--- src/rtl/run_control_if.sv ---
// Front-panel run/step bus: raw buttons, halt-stage feedback and breakpoint
// inputs toward the controller; halt/step strobes and status back out.
interface run_control_if #(
  parameter int PC_W  = 8,
  parameter int CNT_W = 8
);
  logic             run_btn;
  logic             step_btn;
  logic             h;
  logic [PC_W-1:0]  pc;
  logic [PC_W-1:0]  bp_addr;
  logic             bp_arm;
  logic             halt;
  logic             en_l;
  logic [CNT_W-1:0] step_cnt;
  logic             bp_hit;

  modport master (
    output run_btn, step_btn, h, pc, bp_addr, bp_arm,
    input  halt, en_l, step_cnt, bp_hit
  );

  modport slave (
    input  run_btn, step_btn, h, pc, bp_addr, bp_arm,
    output halt, en_l, step_cnt, bp_hit
  );
endinterface

--- src/rtl/run_control.sv ---
// Run/step controller: debounced RUN/STEP buttons, HALT level and EN_L step strobe.
// Optional PC breakpoint halt is built when RUN_CONTROL_BREAKPOINT_EN is defined.
module run_control #(
  parameter int DEB_CYCLES = 16,
  parameter int STEP_LOW   = 2,
  parameter int PC_W       = 8,
  parameter int CNT_W      = 8
) (
  input  logic         i_clk,
  input  logic         i_rst,
  run_control_if.slave bus
);
  localparam int DW = (DEB_CYCLES > 1) ? $clog2(DEB_CYCLES) : 1;
  localparam int SW = (STEP_LOW > 1) ? $clog2(STEP_LOW) : 1;

  typedef enum logic [1:0] {
    S_RUN,
    S_HALTED,
    S_STEP_PULSE,
    S_STEP_WAIT
  } state_t;

  logic [1:0] w_raw;
  logic [1:0] w_press;
  logic       w_run_press;
  logic       w_step_press;
  logic       w_bp_match;

  assign w_raw        = {bus.step_btn, bus.run_btn};
  assign w_run_press  = w_press[0];
  assign w_step_press = w_press[1];

  // Index 0 = RUN button, index 1 = STEP button.
  for (genvar gi = 0; gi < 2; gi++) begin : g_btn
    logic          r_sync1;
    logic          r_sync2;
    logic          r_deb;
    logic          r_press;
    logic [DW-1:0] r_cnt;

    always_ff @(posedge i_clk) begin
      if (i_rst) begin
        r_sync1 <= 1'b1;
        r_sync2 <= 1'b1;
        r_deb   <= 1'b1;
        r_press <= 1'b0;
        r_cnt   <= '0;
      end else begin
        r_sync1 <= w_raw[gi];
        r_sync2 <= r_sync1;
        r_press <= 1'b0;
        if (r_sync2 == r_deb) begin
          r_cnt <= '0;
        end else if (r_cnt == DW'(DEB_CYCLES - 1)) begin
          // This edge is the DEB_CYCLES-th consecutive disagreement.
          r_deb   <= r_sync2;
          r_cnt   <= '0;
          r_press <= ~r_sync2;
        end else begin
          r_cnt <= r_cnt + DW'(1);
        end
      end
    end

    assign w_press[gi] = r_press;
  end

`ifdef RUN_CONTROL_BREAKPOINT_EN
  assign w_bp_match = bus.bp_arm && (bus.pc == bus.bp_addr);
`else
  logic [PC_W-1:0] w_unused_pc;
  logic            w_unused_arm;
  assign w_unused_pc  = bus.pc ^ bus.bp_addr;
  assign w_unused_arm = bus.bp_arm;
  assign w_bp_match   = 1'b0;
`endif

  state_t           r_state;
  logic             r_halt;
  logic             r_en_l;
  logic             r_bp_hit;
  logic             r_wait_armed;
  logic [SW-1:0]    r_low_cnt;
  logic [CNT_W-1:0] r_step_cnt;

  always_ff @(posedge i_clk) begin
    if (i_rst) begin
      r_state      <= S_HALTED;
      r_halt       <= 1'b1;
      r_en_l       <= 1'b1;
      r_bp_hit     <= 1'b0;
      r_wait_armed <= 1'b0;
      r_low_cnt    <= '0;
      r_step_cnt   <= '0;
    end else begin
      case (r_state)
        S_HALTED: begin
          if (w_run_press) begin
            r_state  <= S_RUN;
            r_halt   <= 1'b0;
            r_bp_hit <= 1'b0;
          end else if (w_step_press) begin
            r_state   <= S_STEP_PULSE;
            r_en_l    <= 1'b0;
            r_low_cnt <= '0;
          end
        end
        S_RUN: begin
          if (w_bp_match) begin
            r_state  <= S_HALTED;
            r_halt   <= 1'b1;
            r_bp_hit <= 1'b1;
          end else if (w_run_press) begin
            r_state <= S_HALTED;
            r_halt  <= 1'b1;
          end
        end
        S_STEP_PULSE: begin
          if (r_low_cnt == SW'(STEP_LOW - 1)) begin
            r_state      <= S_STEP_WAIT;
            r_en_l       <= 1'b1;
            r_wait_armed <= 1'b0;
          end else begin
            r_low_cnt <= r_low_cnt + SW'(1);
          end
        end
        S_STEP_WAIT: begin
          // The first H sample after entry may predate the stage reacting; skip it.
          r_wait_armed <= 1'b1;
          if (r_wait_armed && bus.h) begin
            r_state    <= S_HALTED;
            r_step_cnt <= r_step_cnt + CNT_W'(1);
          end
        end
        default: begin
          r_state <= S_HALTED;
          r_halt  <= 1'b1;
          r_en_l  <= 1'b1;
        end
      endcase
    end
  end

  assign bus.halt     = r_halt;
  assign bus.en_l     = r_en_l;
  assign bus.step_cnt = r_step_cnt;
  assign bus.bp_hit   = r_bp_hit;
endmodule

--- src/flat_wrapper.sv ---
// flat-port wrapper written by rule: the top's interface ports become plain ports
module run_control_flat 
#(
  parameter int DEB_CYCLES = 16,
  parameter int STEP_LOW   = 2,
  parameter int PC_W       = 8,
  parameter int CNT_W      = 8
)
  (i_clk, i_rst, bus_run_btn, bus_step_btn, bus_h, bus_pc, bus_bp_addr, bus_bp_arm, bus_halt, bus_en_l, bus_step_cnt, bus_bp_hit);
  run_control_if #(.PC_W(PC_W), .CNT_W(CNT_W)) bus_i ();
  input  logic i_clk;
  input  logic i_rst;
  input wire logic [$bits(bus_i.run_btn)-1:0] bus_run_btn;
  input wire logic [$bits(bus_i.step_btn)-1:0] bus_step_btn;
  input wire logic [$bits(bus_i.h)-1:0] bus_h;
  input wire logic [$bits(bus_i.pc)-1:0] bus_pc;
  input wire logic [$bits(bus_i.bp_addr)-1:0] bus_bp_addr;
  input wire logic [$bits(bus_i.bp_arm)-1:0] bus_bp_arm;
  output wire logic [$bits(bus_i.halt)-1:0] bus_halt;
  output wire logic [$bits(bus_i.en_l)-1:0] bus_en_l;
  output wire logic [$bits(bus_i.step_cnt)-1:0] bus_step_cnt;
  output wire logic [$bits(bus_i.bp_hit)-1:0] bus_bp_hit;
  assign bus_i.run_btn = bus_run_btn;
  assign bus_i.step_btn = bus_step_btn;
  assign bus_i.h = bus_h;
  assign bus_i.pc = bus_pc;
  assign bus_i.bp_addr = bus_bp_addr;
  assign bus_i.bp_arm = bus_bp_arm;
  assign bus_halt = bus_i.halt;
  assign bus_en_l = bus_i.en_l;
  assign bus_step_cnt = bus_i.step_cnt;
  assign bus_bp_hit = bus_i.bp_hit;
  run_control #(.DEB_CYCLES(DEB_CYCLES), .STEP_LOW(STEP_LOW), .PC_W(PC_W), .CNT_W(CNT_W)) u_core (.i_clk(i_clk), .i_rst(i_rst), .bus(bus_i));
endmodule
--- config.mk ---
export PLATFORM = sky130hd
export DESIGN_NAME = run_control_flat
export DESIGN_NICKNAME = d
export VERILOG_FILES = /design/src/rtl/run_control_if.sv /design/src/rtl/run_control.sv /design/src/flat_wrapper.sv
export SDC_FILE = /design/constraint.sdc
export NUM_CORES = 1
export LEC_CHECK = 0
export ABC_AREA = 1
export BUFFER_PORTS_ARGS = -buffer_cell sky130_fd_sc_hd__clkbuf_2
export CAP_MARGIN = 20
export CORE_MARGIN = 2
export CORE_UTILIZATION = 40
export DETAILED_ROUTE_END_ITERATION = 8
export PLACE_DENSITY_LB_ADDON = 0.1
export SYNTH_ARGS = -nofsm -noshare
export SYNTH_HDL_FRONTEND = slang
export SYNTH_SLANG_ARGS = --single-unit
--- constraint.sdc ---
create_clock -name i_clk -period 2.34 [get_ports i_clk]
set_input_delay 0.351 -clock i_clk [delete_from_list [all_inputs] [get_ports i_clk]]
set_output_delay 0.351 -clock i_clk [all_outputs]
set_load 0.01 [all_outputs]
==> out/metrics.json, run 1 <==
{
  "outcome": {"value": "complete, no violations"},
  "whs_endpoint": {"value": "u_core.g_btn[1].r_sync1"},
  "stdcell_area": {"value": 0.00147, "unit": "mm^2"},
  "ports": {"value": 33},
  "grtUsageTotal": {"value": 14.7, "unit": "%"},
  "hold_class": {"value": "input port to register"},
  "ys_top_cells_by_area": {"value": "dfxtp_1 46%, nand2_1 9.7%, ha_1 6.7%"},
  "period_needed": {"value": 1330, "unit": "ps"},
  "timing.critical_path.arrival": {"value": 1550, "unit": "ps"},
  "wl_per_instance": {"value": 9.79, "unit": "um"},
  "reg2reg_from": {"value": "u_core.r_state[1]"},
  "peakVddDrop": {"value": 0.318, "unit": "mV"},
  "synth_ff_type": {"value": "dfxtp_1"},
  "ff2ff_path_depth": {"value": 8},
  "antenna_left": {"value": 0},
  "grt_pass1_wl": {"value": 3850, "unit": "um"},
  "setup_viol": {"value": 0},
  "die-height": {"value": 61.2, "unit": "um"},
  "drt-initial-drc-count": {"value": 44},
  "report.final.slew_viol_count": {"value": 0},
  "syn2layout_area_growth": {"value": 12.1, "unit": "%"},
  "cts-htree-levels": {"value": 2},
  "setup_repair_bufs_after_cts": {"value": 0},
  "start_util": {"value": 42.6, "unit": "%"},
  "synth_area": {"value": 0.00131, "unit": "mm^2"},
  "die-width": {"value": 61.2, "unit": "um"},
  "drive_gt1_share": {"value": 17.2, "unit": "%"},
  "postSynthCellCount": {"value": 163},
  "synth.cells.most_frequent": {"value": "34 x nand2_1, 30 x dfxtp_1, 20 x nor2_1, 18 x inv_1, 16 x nand3_1"},
  "avgSynthCellArea": {"value": 8.04, "unit": "um^2"},
  "cts_sinks": {"value": 30},
  "drt-vias-per-instance": {"value": 4.68},
  "numPortBuffers": {"value": 14},
  "final-hold-violation-count": {"value": 0},
  "worst_hold_path.num_cells": {"value": 2},
  "synth_seq_area_share": {"value": 45.8, "unit": "%"},
  "fmax": {"value": 750, "unit": "MHz"},
  "cellPowerDensity": {"value": 830, "unit": "mW/mm^2"},
  "number_of_iterations_in_the_first_detailed_routing_pass": {"value": 5},
  "place_ws": {"value": 980, "unit": "ps"},
  "cp_max_fo": {"value": 5},
  "insertedDiodeCount": {"value": 0},
  "finalNetCount": {"value": 210},
  "async_flop_share": {"value": 0, "unit": "%"},
  "hp-start": {"value": "bus_step_btn"},
  "worstSkewPairLatency": {"value": 340, "unit": "ps"},
  "cts_tree": {"value": "done"},
  "place_area": {"value": 0.00142, "unit": "mm^2"},
  "maximum_clock_path_buffer_count": {"value": 2},
  "worst-r2r-setup-slack": {"value": 1010, "unit": "ps"},
  "synth.distinct_cells": {"value": 24},
  "path_clk_slew": {"value": 90, "unit": "ps"},
  "cell_chosen_for_the_clock_root": {"value": "clkbuf_4"},
  "synth_top_area_share": {"value": 45.8, "unit": "%"},
  "synth_most_common_cell": {"value": "nand2_1"},
  "critPathCaptureType": {"value": "register"},
  "cp-start-kind": {"value": "register"},
  "hold_buffers": {"value": 0},
  "route.vias.total": {"value": 1049},
  "fin_tns_setup": {"value": 0, "unit": "ps"},
  "leakagePower": {"value": 0.681, "unit": "nW"},
  "wl": {"value": 2190, "unit": "um"},
  "synth.ff_latch_count": {"value": 30},
  "row_count": {"value": 20},
  "unrepaired_setup_endpoints_after_global_routing": {"value": "false"},
  "vias_in_the_first_global_route": {"value": 932},
  "floorplan.core_area": {"value": 0.00308, "unit": "mm^2"},
  "cts_buffers": {"value": 5},
  "worstPathRequired": {"value": 2560, "unit": "ps"},
  "worstReg2RegEnd": {"value": "u_core.bus.en_l"},
  "edff_count_synth": {"value": 0},
  "grt_max_degree": {"value": 14},
  "ys_warn_count": {"value": 0},
  "hold-worst-slack": {"value": 198, "unit": "ps"},
  "resize_count_post_cts": {"value": 0},
  "finalWorstSetupSlack": {"value": 1010, "unit": "ps"},
  "timing.max_cap.violations": {"value": 0},
  "detail_route.drc_violations": {"value": 0},
  "antenna_found_initial": {"value": 0},
  "nFillCells": {"value": 313},
  "skew": {"value": 7.91, "unit": "ps"},
  "final.period_utilization": {"value": 57.0, "unit": "%"},
  "die_area": {"value": 0.00375, "unit": "mm^2"},
  "grt_remaining_overflow": {"value": 0},
  "syn-num-nets": {"value": 192},
  "synth_largest_area_cell": {"value": "dfxtp_1"},
  "gp_routability_congestion": {"value": 0.755},
  "hpwlAfterDp": {"value": 1580, "unit": "um"},
  "critical_path_class": {"value": "register to register"}
}
power breakdown:
group	leakage, nW	total, mW	switching (mW)	internal, mW
logic	0.407	0.320	0.203	0.116
registers	0.244	0.596	0.0411	0.554
clock network	0.0302	0.304	0.169	0.135
total	0.681	1.22	0.413	0.806
flip-flops by register name (all words and copies together), names as in the netlist:
register and cells:
u_core.r_low_cnt 1, u_core.g_btn.r_cnt 8, u_core.g_btn.r_press 2, u_core.r_wait_armed 1, u_core.g_btn.r_sync2 2, u_core.g_btn.r_sync1 2, u_core.bus.halt 1, u_core.bus.step_cnt 8
u_core.g_btn.r_deb 2, u_core.r_state 2, u_core.bus.en_l 1
worst max path at each step:
stage                               end  depth (start not counted)  slack, ps         startpoint
2_1_floorplan    u_core.bus.step_cnt[6]                          6       1180  u_core.r_state[0]
3_3_place_gp   u_core.g_btn[1].r_cnt[2]                          4       1000              i_rst
3_5_place_dp   u_core.g_btn[0].r_cnt[0]                          4        980              i_rst
4_1_cts               u_core.r_state[1]                          7        980  u_core.r_state[0]
5_1_grt                 u_core.bus.en_l                          8        830  u_core.r_state[1]
6_report                u_core.bus.en_l                          8       1010  u_core.r_state[1]
cell usage in the layout (no fill, tap or decap), drive strengths merged:
master / netlist / routed
nand2: 34 / 34
dfxtp: 30 / 30
nor2: 22 / 22
clkbuf: 0 / 20
inv: 19 / 19
nand3: 18 / 18
a21oi: 8 / 8
ha: 7 / 7
o21ai: 6 / 6
xor2: 5 / 5
or2: 4 / 4
xnor2: 2 / 2
nor4: 2 / 2
nor3: 2 / 2
conb: 1 / 1
area by class of cell:
cell class                 count  area, um^2  area share (%)
multi-input combinational    111         621            42.2
sequential                    30         601            40.9
inverter                      19        71.3            4.86
timing repair buffer          14        70.1            4.77
tap                           44        55.1            3.75
clock buffer                   6        51.3            3.49
critical path, stage by stage, from the launching register on:
cell and delay (ps):
dfxtp_1 410, inv_1 80, ha_1 240, nand2_1 110
nand3_1 120, inv_1 90, nand2_1 50, nand2_1 50
nand3_1 50
routing by layer:
metal	routed length (um)	GRT usage (%)	vias up
met5	0	0	-
met2	1040	22.6	23
met4	55	8.07	0
li1	-	-	549
met1	944	16.4	472
met3	151	7.77	5
cell families after synthesis:
kind of cell	Yosys count	synth area share, %
xor gates and xnor gates	7	4.68
buffers and inverters	22	6.78
AOI/OAI and AO/OA	14	5.63
and+or+nand+nor	82	30.1
other	1	0.286
DFF	30	45.8
adders and majority gates	7	6.69
stage by stage:
stage	utilization (%)	total power, mW	cells
2_1_floorplan	-	0.844	163
3_3_place_gp	46.1	0.898	218
3_5_place_dp	46.1	0.914	218
4_1_cts	47.7	1.23	224
5_1_grt	47.7	1.32	224
6_report	47.7	1.22	224
(Power assumes the default switching activity.)
==> run 2: changes to the inputs <==
Clock period 2.34 ns to 1.3 ns, I/O delays scaled along.
==> out/metrics.json, run 2 (synthesis gave the netlist of run 1 again) <==
{
  "grtUsageTotal": {"value": 14.8, "unit": "%", "change": "+0.056 points"},
  "cp-start-kind": {"value": "register"},
  "cell_chosen_for_the_clock_root": {"value": "clkbuf_4"},
  "numPortBuffers": {"value": 14, "change": "unchanged"},
  "grt_pass1_wl": {"value": 3880, "unit": "um", "change": "+0.88%"},
  "outcome": {"value": "complete, no violations"},
  "hold_class": {"value": "input port to register"},
  "period_needed": {"value": 1220, "unit": "ps", "change": "-118 ps"},
  "final-hold-violation-count": {"value": 0, "change": "unchanged"},
  "setup_repair_bufs_after_cts": {"value": 0, "change": "unchanged"},
  "ports": {"value": 33, "change": "unchanged"},
  "drive_gt1_share": {"value": 23.1, "unit": "%", "change": "+5.9 points"},
  "cts_sinks": {"value": 30, "change": "unchanged"},
  "maximum_clock_path_buffer_count": {"value": 2, "change": "unchanged"},
  "fmax": {"value": 823, "unit": "MHz", "change": "+9.7%"},
  "row_count": {"value": 20, "change": "unchanged"},
  "worstSkewPairLatency": {"value": 340, "unit": "ps", "change": "about the same"},
  "drt-initial-drc-count": {"value": 43, "change": "-2.3%"},
  "route.vias.total": {"value": 1040, "change": "-0.86%"},
  "cp_max_fo": {"value": 6, "change": "+1"},
  "leakagePower": {"value": 0.721, "unit": "nW", "change": "+5.9%"},
  "die_area": {"value": 0.00375, "unit": "mm^2", "change": "unchanged"},
  "cts-htree-levels": {"value": 2, "change": "unchanged"},
  "path_clk_slew": {"value": 100, "unit": "ps", "change": "about the same"},
  "die-width": {"value": 61.2, "unit": "um", "change": "unchanged"},
  "total_power": {"value": 2.43, "unit": "mW", "change": "+99%"},
  "unrepaired_setup_endpoints_after_global_routing": {"value": "false"},
  "wl_per_instance": {"value": 9.50, "unit": "um", "change": "-3.0%"},
  "final.period_utilization": {"value": 93.5, "unit": "%", "change": "+37 points"},
  "grt_max_degree": {"value": 12, "change": "-2"},
  "timing.critical_path.arrival": {"value": 1460, "unit": "ps", "change": "-90 ps"},
  "drt-vias-per-instance": {"value": 4.52, "change": "-3.4%"},
  "grt_remaining_overflow": {"value": 0, "change": "unchanged"},
  "antenna_left": {"value": 0, "change": "unchanged"},
  "layout.cells.most_common_list": {"value": "33 x nand2_1, 28 x dfxtp_1, 20 x nor2_1"},
  "floorplan.core_area": {"value": 0.00308, "unit": "mm^2", "change": "unchanged"},
  "worstPathRequired": {"value": 1540, "unit": "ps", "change": "-1020 ps"},
  "die-height": {"value": 61.2, "unit": "um", "change": "unchanged"},
  "detail_route.drc_violations": {"value": 0, "change": "unchanged"},
  "start_util": {"value": 42.6, "unit": "%", "change": "unchanged"},
  "critPathCaptureType": {"value": "register"},
  "timing.max_cap.violations": {"value": 0, "change": "unchanged"},
  "report.final.slew_viol_count": {"value": 0, "change": "unchanged"},
  "peakVddDrop": {"value": 0.740, "unit": "mV", "change": "+130%"},
  "fin_tns_setup": {"value": 0, "unit": "ps", "change": "unchanged"},
  "critical_path_class": {"value": "register to register"},
  "finalNetCount": {"value": 215, "change": "+2.4%"},
  "insertedDiodeCount": {"value": 0, "change": "unchanged"},
  "layout.cells.most_common": {"value": "nand2_1"},
  "setup_viol": {"value": 0, "change": "unchanged"},
  "cts_buffers": {"value": 5, "change": "unchanged"},
  "hpwlAfterDp": {"value": 1650, "unit": "um", "change": "+4.9%"},
  "syn2layout_area_growth": {"value": 18.4, "unit": "%"},
  "cellPowerDensity": {"value": 1570, "unit": "mW/mm^2", "change": "+89%"},
  "vias_in_the_first_global_route": {"value": 961, "change": "+3.1%"},
  "hold_buffers": {"value": 0, "change": "unchanged"},
  "skew": {"value": 8.86, "unit": "ps", "change": "+0.950 ps"},
  "wl": {"value": 2180, "unit": "um", "change": "-0.41%"},
  "antenna_found_initial": {"value": 0, "change": "unchanged"},
  "gp_routability_congestion": {"value": 0.769, "change": "+1.8%"},
  "cts_tree": {"value": "done"},
  "number_of_iterations_in_the_first_detailed_routing_pass": {"value": 4, "change": "-1"}
}
-- run 2: cell types whose count changed in the layout (fill, tap and decap cells not counted), sizes merged --
| cell | previous run | this run |
|---|---|---|
| buf | 0 | 5 |
| bufinv | 0 | 1 |
-- run 2: power by group --
part | internal, mW | total [mW] | switching (mW)
logic | 0.238 | 0.588 | 0.350
registers | 1.01 | 1.08 | 0.0713
clock network | 0.447 | 0.764 | 0.316
total | 1.69 | 2.43 | 0.738
-- run 2: repair_timing --
action,in CTS,in global routing
hold endpoints to repair,0,0
resized for setup,3,4
setup endpoints to repair,2,4
-- run 2: per-layer routing --
| layer | part of all wire (%) | vias up | GRT usage (%) |
|---|---|---|---|
| met1 | 45 | 457 | 15.8 |
| met3 | 4.6 | 7 | 5.04 |
| met4 | 3.4 | 0 | 12.1 |
| met5 | 0 | - | 0 |
| met2 | 47 | 20 | 23.6 |
| li1 | - | 556 | - |
-- run 2: through the flow --
| step | area [um^2] | cells | util [%] | worst slack, ps | hold WS, ps |
|---|---|---|---|---|---|
| after floorplan | 1310 | 163 | - | 138 | 299 |
| after global placement | 1460 | 223 | 47.3 | 30.4 | 379 |
| after detailed placement | 1460 | 223 | 47.3 | 3.52 | 381 |
| after CTS | 1540 | 230 | 50.1 | 50.8 | 25.4 |
| after global routing | 1550 | 230 | 50.4 | 2.51 | 27.0 |
| final | 1550 | 230 | 50.4 | 84.4 | 43.7 |
-- run 2: worst paths after layout --
check	from	slack [ps]	depth (start not counted)	to
worst min register to register	u_core.g_btn[1].r_sync1	420	1	u_core.g_btn[1].r_sync2
worst max register to register	u_core.r_state[0]	80	6	u_core.bus.step_cnt[6]
worst max-delay path	u_core.r_state[0]	80	6	u_core.bus.step_cnt[6]
worst min-delay path	bus_step_btn	40	2	u_core.g_btn[1].r_sync1
-- run 2: cell type report --
type                    count  area [um^2]
fillers                   324         1530
multi-input cells         111          633
flip-flops and latches     30          603
repair buffers             19          108
inverters                  19         71.3
well taps                  44         55.1
clock buffers               6         51.3
clock inverters             1         30.0
-- run 2: worst max-delay path: stages, from the launching register on --
cell,delay (ps)
dfxtp_2,370
ha_2,230
nand3_4,160
nor2_4,190
nand3_1,90
nand2_1,60
nor2_1,30
